## src/rtl/rc5_scan_driver.sv

```systemverilog
// rc5_scan_driver
//   Tester-side initiator for the RC5 accelerator's serial validation port.
//   A parallel test vector is shifted MSB-first onto scan_in under scan_en,
//   begin_validate is held through a programmable apply window, then the
//   33-bit response {done, d_out} is shifted in from scan_out and presented
//   in parallel with a one-cycle res_valid pulse.
//
//   Optional build macro RC5_SCAN_EXPECT_EN adds expected-response checking
//   (exp_d_out/exp_done inputs, res_match/err_count outputs).
//
// Ports
//   clk, rst           clock, asynchronous active-high reset
//   start, abort       request (IDLE only) / cancel a sequence in progress
//   wait_cycles        apply-window length, 0 behaves as 1
//   vec_*              test vector fields (chain bits 167..0)
//   busy               high in any non-IDLE state
//   scan_en, scan_in, begin_validate   registered drives to the accelerator
//   scan_out           serial response from the accelerator
//   res_d_out, res_done, res_valid     captured response and its strobe
//   state_dbg          current FSM state, for observation only
//
// Handshake: start is a level request sampled at a clock edge only while
// IDLE (busy=0); there is no ready signal and no queuing, a request seen
// while busy (including the DONE cycle) is dropped. res_valid is a one-cycle
// pulse with no back-pressure; result fields hold until the next pulse.
module rc5_scan_driver #(
  parameter int IN_LEN  = 168,
  parameter int OUT_LEN = 33,
  parameter int WAIT_W  = 16
) (
  input  logic              clk,
  input  logic              rst,
  input  logic              start,
  input  logic              abort,
  input  logic [WAIT_W-1:0] wait_cycles,
  input  logic [127:0]      vec_key,
  input  logic [31:0]       vec_d_in,
  input  logic [4:0]        vec_num_rounds,
  input  logic              vec_load_key,
  input  logic              vec_start_encrypt,
  input  logic              vec_start_decrypt,
  output logic              busy,
  output logic              scan_en,
  output logic              scan_in,
  output logic              begin_validate,
  input  logic              scan_out,
  output logic [31:0]       res_d_out,
  output logic              res_done,
  output logic              res_valid,
`ifdef RC5_SCAN_EXPECT_EN
  input  logic [31:0]       exp_d_out,
  input  logic              exp_done,
  output logic              res_match,
  output logic [15:0]       err_count,
`endif
  output logic [2:0]        state_dbg
);

  typedef enum logic [2:0] {
    S_IDLE      = 3'd0,
    S_SHIFT_IN  = 3'd1,
    S_APPLY     = 3'd2,
    S_SHIFT_OUT = 3'd3,
    S_DONE      = 3'd4
  } state_t;

  state_t             state;
  logic [IN_LEN-1:0]  sreg;
  logic [OUT_LEN-1:0] capture;
  logic [OUT_LEN-1:0] cap_next;
  logic [7:0]         cnt;
  logic [WAIT_W-1:0]  wcnt;
  logic [IN_LEN-1:0]  vec_cat;
`ifdef RC5_SCAN_EXPECT_EN
  logic [OUT_LEN-1:0] exp_lat;
`endif

  assign vec_cat   = {vec_start_decrypt, vec_start_encrypt, vec_load_key,
                      vec_num_rounds, vec_d_in, vec_key};
  // Response as it will look once the current scan_out bit is taken in;
  // used so the DONE-cycle results include the final (d_out[0]) sample.
  assign cap_next  = {capture[OUT_LEN-2:0], scan_out};
  assign state_dbg = state;

  always_ff @(posedge clk or posedge rst) begin
    if (rst) begin
      state          <= S_IDLE;
      busy           <= 1'b0;
      scan_en        <= 1'b0;
      scan_in        <= 1'b0;
      begin_validate <= 1'b0;
      res_valid      <= 1'b0;
      res_d_out      <= '0;
      res_done       <= 1'b0;
      sreg           <= '0;
      capture        <= '0;
      cnt            <= '0;
      wcnt           <= '0;
`ifdef RC5_SCAN_EXPECT_EN
      exp_lat        <= '0;
      res_match      <= 1'b0;
      err_count      <= '0;
`endif
    end else begin
      res_valid <= 1'b0;
      if (abort && state != S_IDLE) begin
        // Abort wins over every phase exit; results are left untouched.
        state          <= S_IDLE;
        busy           <= 1'b0;
        scan_en        <= 1'b0;
        scan_in        <= 1'b0;
        begin_validate <= 1'b0;
      end else begin
        case (state)
          S_IDLE: begin
            if (start) begin
              // MSB goes out in the first SHIFT_IN cycle, so it is loaded
              // straight into scan_in and the register keeps the rest.
              sreg           <= vec_cat << 1;
              scan_in        <= vec_cat[IN_LEN-1];
              scan_en        <= 1'b1;
              begin_validate <= 1'b1;
              busy           <= 1'b1;
              cnt            <= '0;
              wcnt           <= (wait_cycles == '0) ? WAIT_W'(1) : wait_cycles;
`ifdef RC5_SCAN_EXPECT_EN
              exp_lat        <= {exp_done, exp_d_out};
`endif
              state          <= S_SHIFT_IN;
            end
          end
          S_SHIFT_IN: begin
            sreg <= sreg << 1;
            cnt  <= cnt + 8'd1;
            if (cnt == 8'(IN_LEN - 1)) begin
              scan_en <= 1'b0;
              scan_in <= 1'b0;
              state   <= S_APPLY;
            end else begin
              scan_in <= sreg[IN_LEN-1];
            end
          end
          S_APPLY: begin
            // wcnt holds the remaining apply cycles including this one.
            if (wcnt == WAIT_W'(1)) begin
              scan_en <= 1'b1;
              cnt     <= '0;
              state   <= S_SHIFT_OUT;
            end else begin
              wcnt <= wcnt - WAIT_W'(1);
            end
          end
          S_SHIFT_OUT: begin
            capture <= cap_next;
            cnt     <= cnt + 8'd1;
            if (cnt == 8'(OUT_LEN - 1)) begin
              scan_en        <= 1'b0;
              begin_validate <= 1'b0;
              res_done       <= cap_next[OUT_LEN-1];
              res_d_out      <= cap_next[31:0];
              res_valid      <= 1'b1;
`ifdef RC5_SCAN_EXPECT_EN
              res_match      <= (cap_next == exp_lat);
              if (cap_next != exp_lat && err_count != 16'hFFFF)
                err_count <= err_count + 16'd1;
`endif
              state          <= S_DONE;
            end
          end
          S_DONE: begin
            busy  <= 1'b0;
            state <= S_IDLE;
          end
          default: begin
            busy           <= 1'b0;
            scan_en        <= 1'b0;
            scan_in        <= 1'b0;
            begin_validate <= 1'b0;
            state          <= S_IDLE;
          end
        endcase
      end
    end
  end

endmodule

```

## config.mk

```make
export PLATFORM = sky130hd
export DESIGN_NAME = rc5_scan_driver
export DESIGN_NICKNAME = d
export VERILOG_FILES = /design/src/rtl/rc5_scan_driver.sv
export SDC_FILE = /design/constraint.sdc
export NUM_CORES = 1
export LEC_CHECK = 0
export ABC_AREA = 0
export BUFFER_PORTS_ARGS = -buffer_cell sky130_fd_sc_hd__buf_2
export CELL_PAD_IN_SITES_DETAIL_PLACEMENT = 1
export CELL_PAD_IN_SITES_GLOBAL_PLACEMENT = 2
export CORE_UTILIZATION = 35
export CTS_CLUSTER_SIZE = 25
export DETAILED_ROUTE_END_ITERATION = 12
export PLACE_DENSITY = 0.91
export SLEW_MARGIN = 20
export SYNTH_ARGS = -nofsm -noshare
export SYNTH_HDL_FRONTEND = slang
export SYNTH_SLANG_ARGS = --single-unit
```

## constraint.sdc

```tcl
create_clock -name clk -period 10.9 [get_ports clk]
set_input_delay 0.545 -clock clk [delete_from_list [all_inputs] [get_ports clk]]
set_output_delay 0.545 -clock clk [all_outputs]
set_load 0.01 [all_outputs]
```

Yosys cells after proc, flatten, opt, wreduce, memory -nomap -nowiden
Index checks and enable logic that the tools add are counted.
Word-level totals
  bits of input ports: 189
  output and inout bits: 41
  register bits: 265
  logic and storage cells: 86
Cells by class
  bitwise gates (word level): 1
  reductions and logical operators: 21
  add/sub/neg operators: 2
  muxes and demuxes: 32
  eq/ne operators: 18
Operators by type and width (number)
  168-bit one-hot mux with 2 select lines: 1
  168-bit two-way mux: 1
  16-bit two-way mux: 3
  16-bit one-hot mux with 2 select lines: 1
  8-bit one-hot mux with 3 select lines: 1
  16-bit by 1-bit == test with 1-bit output (second input constant): 1
  16-bit logical NOT: 1
  8-bit two-way mux: 2
  16-bit by 1-bit subtractor with 16-bit output (second input constant): 1
  3-bit two-way mux: 5
  1-bit two-way mux: 13
  3-bit inequality test (second input constant): 4
  3-bit one-hot mux with 4 select lines: 1
  4-bit AND reduction: 3
  3-bit AND reduction: 3
  3-bit OR reduction: 3
  8-bit by 1-bit adder with 8-bit output (second input constant): 1
  8-bit by 6-bit == test with 1-bit output (second input constant): 1
  8-bit == test (second input constant): 1
  2-bit inequality test (second input constant): 4
  3-bit by 2-bit == test with 1-bit output (second input constant): 2
  2-bit by 1-bit inequality test with 1-bit output (second input constant): 3
  1-bit one-hot mux with 3 select lines: 2
  2-bit AND reduction: 3
  11 further kinds: 13

Depth between registers and ports, before layout
Gate-level depths: netlist (run 1).
  depth after elaboration: 4
  depth in mapped cells: 10
  depth with buffers taken out: 7

Least setup slack after synthesis (run 1)
OpenSTA, ideal clock, no wires.
  path kind: register -> register
  start: reg wcnt[0]
  end: reg wcnt[12]
  slack: 8.938 ns
  required time: 10.779 ns
  clock period less this slack: 1.962 ns
  arrival time: 1.841 ns
  buffers on the path: 0
  library setup time: 0.121 ns
  stages on the path, launching flop included: 8
  cell sequence: dfrtp_1 > inv_1 > ha_1 > or4b_4 > nor4_2 > nand2b_1 > o22a_1 > o22a_1
Between the ends
  cells in the longest elaborated chain, start to end: 3
  elaborated cells on any way between the ends: 6
  classes of those cells: add/sub (1); eq/ne (2); mux (2); reduce/logical (1)
Ends and longest elaborated chain
  start: declaration: line 72  | logic [WAIT_W-1:0] wcnt;
  start signal: assignment: line 125  | wcnt <= (wait_cycles == '0) ? WAIT_W'(1) : wait_cycles;
  start signal: assignment: line 150  | wcnt <= wcnt - WAIT_W'(1);
  16-bit by 1-bit subtractor with 16-bit output or 16-bit by 1-bit == test with 1-bit output (tied branches): line 150, 145
  16-bit two-way mux or 2-bit inequality test (tied branches)
  16-bit one-hot mux with 2 select lines or 4-bit AND reduction (tied branches)
Several ways; a longest one is shown, not always the timed one. The select of a mux whose other input is x is not followed.
A chain may end at the register's enable or synchronous reset.

Final worst setup path (run 1)
  start: reg state[1] (netlist: state_dbg[1])
  end: reg sreg[47]
Between the ends
  cells in the longest elaborated chain, start to end: 4
  elaborated cells on any way between the ends: 9
  classes of those cells: eq/ne (2); mux (1); bitwise (1); reduce/logical (5)
Ends and longest elaborated chain
  start: declaration: line 67  | state_t state;
  start signal: assignment: line 87  | state <= S_IDLE;
  start signal: assignment: line 108  | state <= S_IDLE;
  start signal: assignment: line 129  | state <= S_SHIFT_IN;
  parallel branches: the longest is 4 deep, another holds 3-bit by 1-bit == test with 1-bit output
  end signal: assignment: line 119  | sreg <= vec_cat << 1;
  end signal: assignment: line 133  | sreg <= sreg << 1;
  end: declaration: line 68  | logic [IN_LEN-1:0] sreg;
Several ways; the timed one is not identified.

==> PnR_summary.wiki, run 1 <==
{| class="wikitable"
! Metric !! Value
|-
| Total wirelength of the detailed-routed design || 29950 um
|-
| GRT Max-Usage Layer || met2
|-
| Post-CTS Setup Inserts || 0
|-
| Power density over the cells || 278.6 nW/um2
|-
| Post-layout nets || 1551
|-
| Yosys warnings || 0
|-
| Buffers added on ports || 229
|-
| Top-level port count || 230
|-
| Maximum ir drop on the vdd rail || 0.0002343 V
|-
| Final setup viols || 0
|-
| Effective utilization at floorplan || 35.77%
|-
| Core Area || 33780 um2
|-
| H-Tree Level Count || 1
|-
| Number of clock buffers inserted by TritonCTS || 31
|-
| Number of global-route vias before repair || 9615
|-
| Routed WL per cell || 16.34 um
|-
| Standard cell with the maximum stage delay on the critical path || sky130_fd_sc_hd__buf_4
|-
| Hold slack || 191.4 ps
|-
| Global router's overall resource usage || 17.23%
|-
| Critical Path Fanout Max || 230
|-
| Final non-filler cell area || 14560 um2
|-
| Number of detailed-route iterations in the first pass || 4
|-
| Global-route track usage on met2 || 27.52%
|-
| Final Cycle Share || 29.56%
|-
| Total of cells resized after clock tree synthesis || 0
|-
| Total half-perimeter wirelength after legalization and detailed placement || 19760 um
|-
| Number of inserted filler cells in the final layout || 3829
|-
| Die span in y || 187.8 um
|-
| Post-synthesis async set-or-reset flop share || 100.0%
|-
| Via count normalized by instance count || 4.971
|-
| Largest net degree at the start of global routing || 231
|-
| Accumulated negative setup slack || 0 ps
|-
| TritonCTS clock tree || yes
|-
| Worst path top cell family by delay || buffers and inverters
|-
| Synth top area cells || sky130_fd_sc_hd__dfrtp_1 55%, sky130_fd_sc_hd__mux2i_1 14%, sky130_fd_sc_hd__nand2_1 8.5%
|-
| Global-route wire length before repair || 50200 um
|-
| Number of synthesized register bits || 264
|-
| Count of standard-cell rows || 67
|-
| Data arrival at the endpoint of the critical path || 3680 ps
|-
| Hold buffer count at cts || 0
|-
| Minimum period implied by the final worst setup slack || 3222 ps
|-
| Area of the die || 35270 um2
|-
| Count of vias placed by the detailed router || 9112
|-
| Overflow left after global routing || 0
|-
| Skew-Pair Late Insertion Delay || 550 ps
|-
| Most frequent cell after synthesis || sky130_fd_sc_hd__nand2_1
|-
| Most used standard cells in the synthesized netlist || 275 x sky130_fd_sc_hd__nand2_1, 264 x sky130_fd_sc_hd__dfrtp_1, 182 x sky130_fd_sc_hd__o21ai_1
|-
| Synth Cell Area || 12080 um2
|-
| Die Span X || 187.8 um
|-
| Endpoints failing hold || 0
|-
| Remaining number of nets flagged by the antenna check after routing || 0
|-
| Endpoint kind of the worst setup timing path || flip-flop
|-
| Max-cap viol count || 0
|-
| Run status || complete, no violations
|-
| Buffer and inverter count on the worst path || 2
|-
| Top cell type by total area after synthesis || sky130_fd_sc_hd__dfrtp_1
|-
| Fraction of final layout cells with drive strength greater than 1 || 21.80%
|-
| Clk pin slew, worst setup/hold paths || 60 ps
|-
| Mean instance size in the synthesized netlist || 10.36 um2
|-
| Worst Setup Path Type || flip-flop to flip-flop
|-
| Sequential element share of the synthesized area || 54.68%
|-
| Classification of the worst-slack hold path || primary input to async pin
|-
| Number of antenna violations at the first check in global routing || 9
|-
| Startpoint type of the worst setup path || flip-flop
|-
| Clock buffer depth || 3
|-
| Primary flip-flop cell chosen by synthesis mapping || sky130_fd_sc_hd__dfrtp_1
|-
| Cell chosen for the clock root || sky130_fd_sc_hd__clkbuf_16
|-
| Num Clock Sinks || 264
|-
| DRC violation total after the first TritonRoute iteration || 435
|-
| Post-Synthesis Net Count || 1359
|-
| Count of cell types in the netlist || 54
|-
| Number of synthesized flops with an enable pin || 0
|-
| Max Clk Rate || 310.3 MHz
|-
| Final RePlAce weighted congestion || 0.7790
|-
| Skew final || 7.869 ps
|-
| Series of cell instances along the critical path || nor3_1 -> and2_2 -> nor2_4 -> buf_4 -> buf_12 -> nand2_1 -> o21ai_1
|-
| Post-route DRC || 0
|-
| Required @ worst endpoint || 11360 ps
|-
| Met3 usage in global routing || 3.799%
|-
| Post-synth top area share || 54.68%
|-
| Max Slew Vio Count || 0
|-
| Worst-case headroom to the max-slew limit || 34.28%
|-
| Slew @ Worst Pin || 985.8 ps
|-
| RSZ-0062 raised after global routing || no
|-
| Peak per-stage delay on the critical path || 720 ps
|-
| Placed inst area || 13480 um2
|-
| Met1 capacity usage during global routing || 23.93%
|-
| Count of mapped cells out of synthesis || 1166
|-
| Leakage power summed over all cells || 7.104 nW
|-
| Area added between synthesis and finish || 20.48%
|}
layout by cell type, fill, tap and decap left out, types with 5 or more instances in the layout:
cell	synthesis	layout
sky130_fd_sc_hd__o21ai_1	182	182
sky130_fd_sc_hd__and3_1	6	6
sky130_fd_sc_hd__a211oi_1	5	5
sky130_fd_sc_hd__mux2i_1	166	166
sky130_fd_sc_hd__nand4_1	5	5
sky130_fd_sc_hd__buf_4	1	7
sky130_fd_sc_hd__o21ai_0	5	5
sky130_fd_sc_hd__clkbuf_1	28	7
sky130_fd_sc_hd__nand2_1	275	275
sky130_fd_sc_hd__clkbuf_8	0	11
sky130_fd_sc_hd__a21oi_1	15	15
sky130_fd_sc_hd__mux2_1	34	34
sky130_fd_sc_hd__buf_2	39	229
sky130_fd_sc_hd__inv_1	7	6
sky130_fd_sc_hd__clkbuf_16	0	31
sky130_fd_sc_hd__o22a_1	9	9
sky130_fd_sc_hd__nor2_1	39	38
sky130_fd_sc_hd__dfrtp_1	264	264
sky130_fd_sc_hd__xnor2_1	6	6
sky130_fd_sc_hd__nor4_1	8	8
sky130_fd_sc_hd__nor3_1	5	5
cells by family (layout without fill, tap and decap cells):
| group | after synthesis | after routing | synth area share, % |
|---|---|---|---|
| AND/OR/NAND/NOR | 365 | 365 | 12.80 |
| other | 0 | 4 | 0 |
| adder cells (fa/ha/maj) | 5 | 5 | 0.4971 |
| AO/OA/AOI/OAI | 238 | 238 | 10.95 |
| XOR/XNOR | 6 | 6 | 0.4349 |
| flip-flops | 264 | 264 | 54.68 |
| multiplexers | 200 | 200 | 16.92 |
| buffers and inverters | 88 | 303 | 3.728 |
final timing paths:
| check | from | endpoint | slack [ps] | cells past startpoint |
|---|---|---|---|---|
| min in group clk | scan_out | capture[0] | 210 | 3 |
| worst min register to register | sreg[2] | sreg[2] | 480 | 2 |
| worst max-delay path | state_dbg[1] | sreg[47] | 7680 | 7 |
| max in group asynchronous | rst | sreg[98] | 9200 | 3 |
| worst max register to register | state_dbg[1] | sreg[47] | 7680 | 7 |
| worst min-delay path | rst | res_d_out[0] | 190 | 2 |
per-stage QoR:
step / cells / utilization [%] / total power [mW] / worst slack, ps
detailed placement: 1773 / 39.90 / 3.024 / 7731
global route: 1830 / 43.07 / 4.372 / 7332
finish: 1833 / 43.09 / 4.056 / 7678
floorplan: 1166 / - / 2.735 / 3086
CTS: 1829 / 43.06 / 4.127 / 7724
global placement: 1773 / 39.90 / 2.940 / 7862
metal layers:
metal	part of all wire (%)	up-vias
met4	2.0	12
met5	0.24	-
li1	-	4397
met1	48	4458
met2	44	189
met3	5.4	56
layout make-up:
class / count / area [um2] / share of cell area (%)
Antenna cell: 4 / 10.01 / 0.06876
Clock buffer: 49 / 953.4 / 6.549
Clock inverter: 7 / 113.9 / 0.7821
Inverter: 9 / 41.29 / 0.2836
Multi-Input combinational cell: 814 / 5034 / 34.58
Sequential cell: 264 / 6606 / 45.38
Tap cell: 448 / 560.5 / 3.850
Timing Repair Buffer: 238 / 1239 / 8.509
flip-flops by register name, summed over array words and instances (netlist names):
| signal | count |
|---|---|
| res_done | 1 |
| res_valid | 1 |
| wcnt | 16 |
| res_d_out | 32 |
| scan_in | 1 |
| sreg | 167 |
| scan_en | 1 |
| begin_validate | 1 |
| capture | 32 |
| state_dbg | 3 |
| busy | 1 |
| cnt | 8 |
power by group:
part	internal, mW	switching, mW	total (mW)
Clock	0.665	0.409	1.07
Sequential	1.34	0.236	1.58
Combinational	0.584	0.819	1.40
Note: power is estimated with default switching activity, not from simulation.
==> run 2: changes to the inputs <==
- ABC_AREA: 0 -> 1
- CORE_UTILIZATION: 35 -> 29
- PLACE_DENSITY: 0.91 -> 0.88
- clock period: 10.9 -> 2.8 ns (I/O delays scaled with it)
==> PnR_summary.wiki, run 2 <==
{| class="wikitable"
! Metric !! Value
|-
| Launch point of the worst path || state_dbg[0]
|-
| Post-synthesis async set-or-reset flop share || 100.0%
|-
| Most used standard cells in the synthesized netlist || 485 x sky130_fd_sc_hd__nand2_1, 264 x sky130_fd_sc_hd__dfrtp_1, 239 x sky130_fd_sc_hd__inv_1
|-
| Skew-Pair Late Insertion Delay || 530 ps
|-
| H-Tree Level Count || 2
|-
| Number of placed cells counting well taps || 2405
|-
| Sequential element share of the synthesized area || 52.33%
|-
| Mean instance size in the synthesized netlist || 7.614 um2
|-
| Number of global-route vias before repair || 13120
|-
| Required @ worst endpoint || 3220 ps
|-
| Accumulated negative setup slack || 0 ps
|-
| Max Slew Vio Count || 0
|-
| Area added between synthesis and finish || 37.79%
|-
| Count of vias placed by the detailed router || 12130
|-
| CP endpoint || sreg[114]
|-
| Number of flip-flops under the largest register name || 167
|-
| Final setup viols || 0
|-
| Number of clock buffers inserted by TritonCTS || 34
|-
| Multi-input gate area in the final layout || 4705 um2
|-
| Leakage power summed over all cells || 8.637 nW
|-
| Post-route DRC || 0
|-
| Max Clk Rate || 443.4 MHz
|-
| Area of the die || 44370 um2
|-
| Overflow left after global routing || 0
|-
| Worst-case headroom to the max-slew limit || 42.45%
|-
| Final RePlAce weighted congestion || 0.8105
|-
| Slew @ Worst Pin || 863.3 ps
|-
| Place WS || 608.9 ps
|-
| Final non-filler cell area || 17400 um2
|-
| Endpoint kind of the worst setup timing path || flip-flop
|-
| Fin worst setup slack || 545.0 ps
|-
| Critical Path Fanout Max || 102
|-
| Classification of the worst-slack hold path || primary input to flip-flop
|-
| Yosys warnings || 0
|-
| Top-level port count || 230
|-
| Most frequent cell after synthesis || sky130_fd_sc_hd__nand2_1
|-
| Logic gate share of total power || 38.4%
|-
| Count of standard-cell rows || 76
|-
| Data arrival at the endpoint of the critical path || 2680 ps
|-
| Clk pin slew, worst setup/hold paths || 60 ps
|-
| Number of antenna violations at the first check in global routing || 9
|-
| Number of synthesized flops with an enable pin || 0
|-
| Global-route wire length before repair || 65090 um
|-
| Commonest cells after routing, fill and taps aside || 485 x sky130_fd_sc_hd__nand2_1, 264 x sky130_fd_sc_hd__dfrtp_1, 238 x sky130_fd_sc_hd__inv_1
|-
| Maximum ir drop on the vdd rail || 0.0006350 V
|-
| Buffers added on ports || 229
|-
| End of the worst register-to-register path || sreg[114]
|-
| Internal || 10.19 mW
|-
| Worst Setup Path Type || flip-flop to flip-flop
|-
| Synth top area cells || sky130_fd_sc_hd__dfrtp_1 52%, sky130_fd_sc_hd__nand2_1 14%, sky130_fd_sc_hd__o21ai_0 9.2%
|-
| Startpoint type of the worst setup path || flip-flop
|-
| Total wirelength of the detailed-routed design || 39580 um
|-
| Num Clock Sinks || 264
|-
| Remaining number of nets flagged by the antenna check after routing || 0
|-
| Largest net degree at the start of global routing || 199
|-
| Regs by FF count || sreg x167, capture x32, res_d_out x32
|-
| Synth Cell Area || 12620 um2
|-
| Number of inserted filler cells in the final layout || 5287
|-
| Power density over the cells || 972.8 nW/um2
|-
| Total half-perimeter wirelength after legalization and detailed placement || 23450 um
|-
| Sum of internal, switching and leakage power || 16.92 mW
|-
| Count of mapped cells out of synthesis || 1658
|-
| Fraction of final layout cells with drive strength greater than 1 || 15.54%
|-
| Switching component of the power || 6.735 mW
|-
| Global router's overall resource usage || 18.05%
|-
| Cell chosen for the clock root || sky130_fd_sc_hd__clkbuf_16
|-
| Final Cycle Share || 80.54%
|-
| Run status || complete, no violations
|-
| Via count normalized by instance count || 4.563
|-
| Endpoints failing hold || 0
|-
| Number of detailed-route iterations in the first pass || 4
|-
| Utilization after layout || 40.47%
|-
| Part of the total power dissipated in sequential elements || 35.4%
|-
| DRC violation total after the first TritonRoute iteration || 634
|-
| Top cell type by total area after synthesis || sky130_fd_sc_hd__dfrtp_1
|-
| Hold slack || 46.00 ps
|-
| Switching share of power || 39.80%
|-
| Post-Synthesis Net Count || 1851
|-
| Placed inst area || 14390 um2
|-
| RSZ-0062 raised after global routing || no
|-
| Post-layout nets || 2232
|-
| Count of cell types in the netlist || 27
|-
| TritonCTS clock tree || yes
|-
| Leading cell type in the layout, fill and taps excluded || sky130_fd_sc_hd__nand2_1
|-
| Reg2Reg Setup Slack || 540 ps
|-
| Number of synthesized register bits || 264
|-
| Routed WL per cell || 14.89 um
|-
| Post-synth top area share || 52.33%
|-
| Clock buffer depth || 3
|-
| Skew final || 17.29 ps
|-
| Die Span X || 210.6 um
|-
| Minimum period implied by the final worst setup slack || 2255 ps
|-
| Clock network fraction of total power || 26.2%
|-
| Sequential cell area || 6606 um2
|-
| Max-cap viol count || 0
|-
| Depth of the worst register-to-register path || 7
|-
| Final non-filler cell total || 2659
|-
| Most flop-heavy register || sreg
|-
| Die span in y || 210.6 um
|-
| Primary flip-flop cell chosen by synthesis mapping || sky130_fd_sc_hd__dfrtp_1
|-
| Effective utilization at floorplan || 29.37%
|-
| Core Area || 42980 um2
|-
| Startpoint of the most critical register-to-register path || state_dbg[0]
|}
run 2: changes by cell type in the layout (fill, tap and decap cells not counted), sizes merged, moves of 48 or more:
cell and delta:
o21ai +209, mux2i -166, nor2 +48, dlygate4sd3 +183
nand2 +211, inv +231
run 2: kinds of logic after synthesis:
| logic type | synth area share (%) |
|---|---|
| and+or+nand+nor | 18.90 |
| AOI/OAI and AO/OA | 17.32 |
| buffers and inverters | 10.63 |
| DFF | 52.33 |
| xor gates and xnor gates | 0.4163 |
| adders and majority gates | 0.3964 |
run 2: repair_timing:
action | in CTS | in global routing
setup buffers | 0 | 0
resized for setup | 0 | 0
hold buffers | 183 | 0
hold endpoints to repair | 199 | 0
run 2: per-layer routing:
metal	wire length, um	global-route usage, %
met2	19800	30.99
met5	0	0
met4	1134	7.646
met1	17250	22.31
met3	1397	3.092
run 2: how the worst min path moves through the flow:
stage | from | to | slack, ps | cells past startpoint
floorplan | scan_out | capture[0] | 260 | 2
global placement | rst | sreg[145] | 320 | 2
detailed placement | rst | sreg[145] | 320 | 2
CTS | wait_cycles[6] | wcnt[6] | 20 | 5
global route | wait_cycles[2] | wcnt[2] | 70 | 5
finish | wait_cycles[6] | wcnt[6] | 50 | 5
run 2: worst max-delay path: stages, from the launching register on:
cell                      delay (ps)
sky130_fd_sc_hd__dfrtp_1         450
sky130_fd_sc_hd__inv_2            90
sky130_fd_sc_hd__nor2_4          270
sky130_fd_sc_hd__nand2_8         110
sky130_fd_sc_hd__o21ai_4         470
sky130_fd_sc_hd__buf_12          370
sky130_fd_sc_hd__nand2_1         110
sky130_fd_sc_hd__o21ai_1         160
run 2: power by group through the flow:
| stage | registers, mW | logic, mW | clock network [mW] |
|---|---|---|---|
| 3_3_place_gp | 5.96 | 5.87 | 0 |
| 3_5_place_dp | 6.03 | 6.16 | 0 |
| 6_report | 5.98 | 6.50 | 4.44 |
| 2_1_floorplan | 5.88 | 4.75 | 0 |
| 4_1_cts | 5.99 | 6.44 | 4.60 |
| 5_1_grt | 6.15 | 7.52 | 4.73 |
run 2: area by class of cell:
cell class | count | area share (%)
Timing Repair Buffer | 437 | 18.79
Tap cell | 585 | 4.208
Antenna cell | 9 | 0.1295
Sequential cell | 264 | 37.98
Multi-Input combinational cell | 1059 | 27.04
Clock inverter | 7 | 0.2374
Inverter | 243 | 5.265
Clock buffer | 55 | 6.344
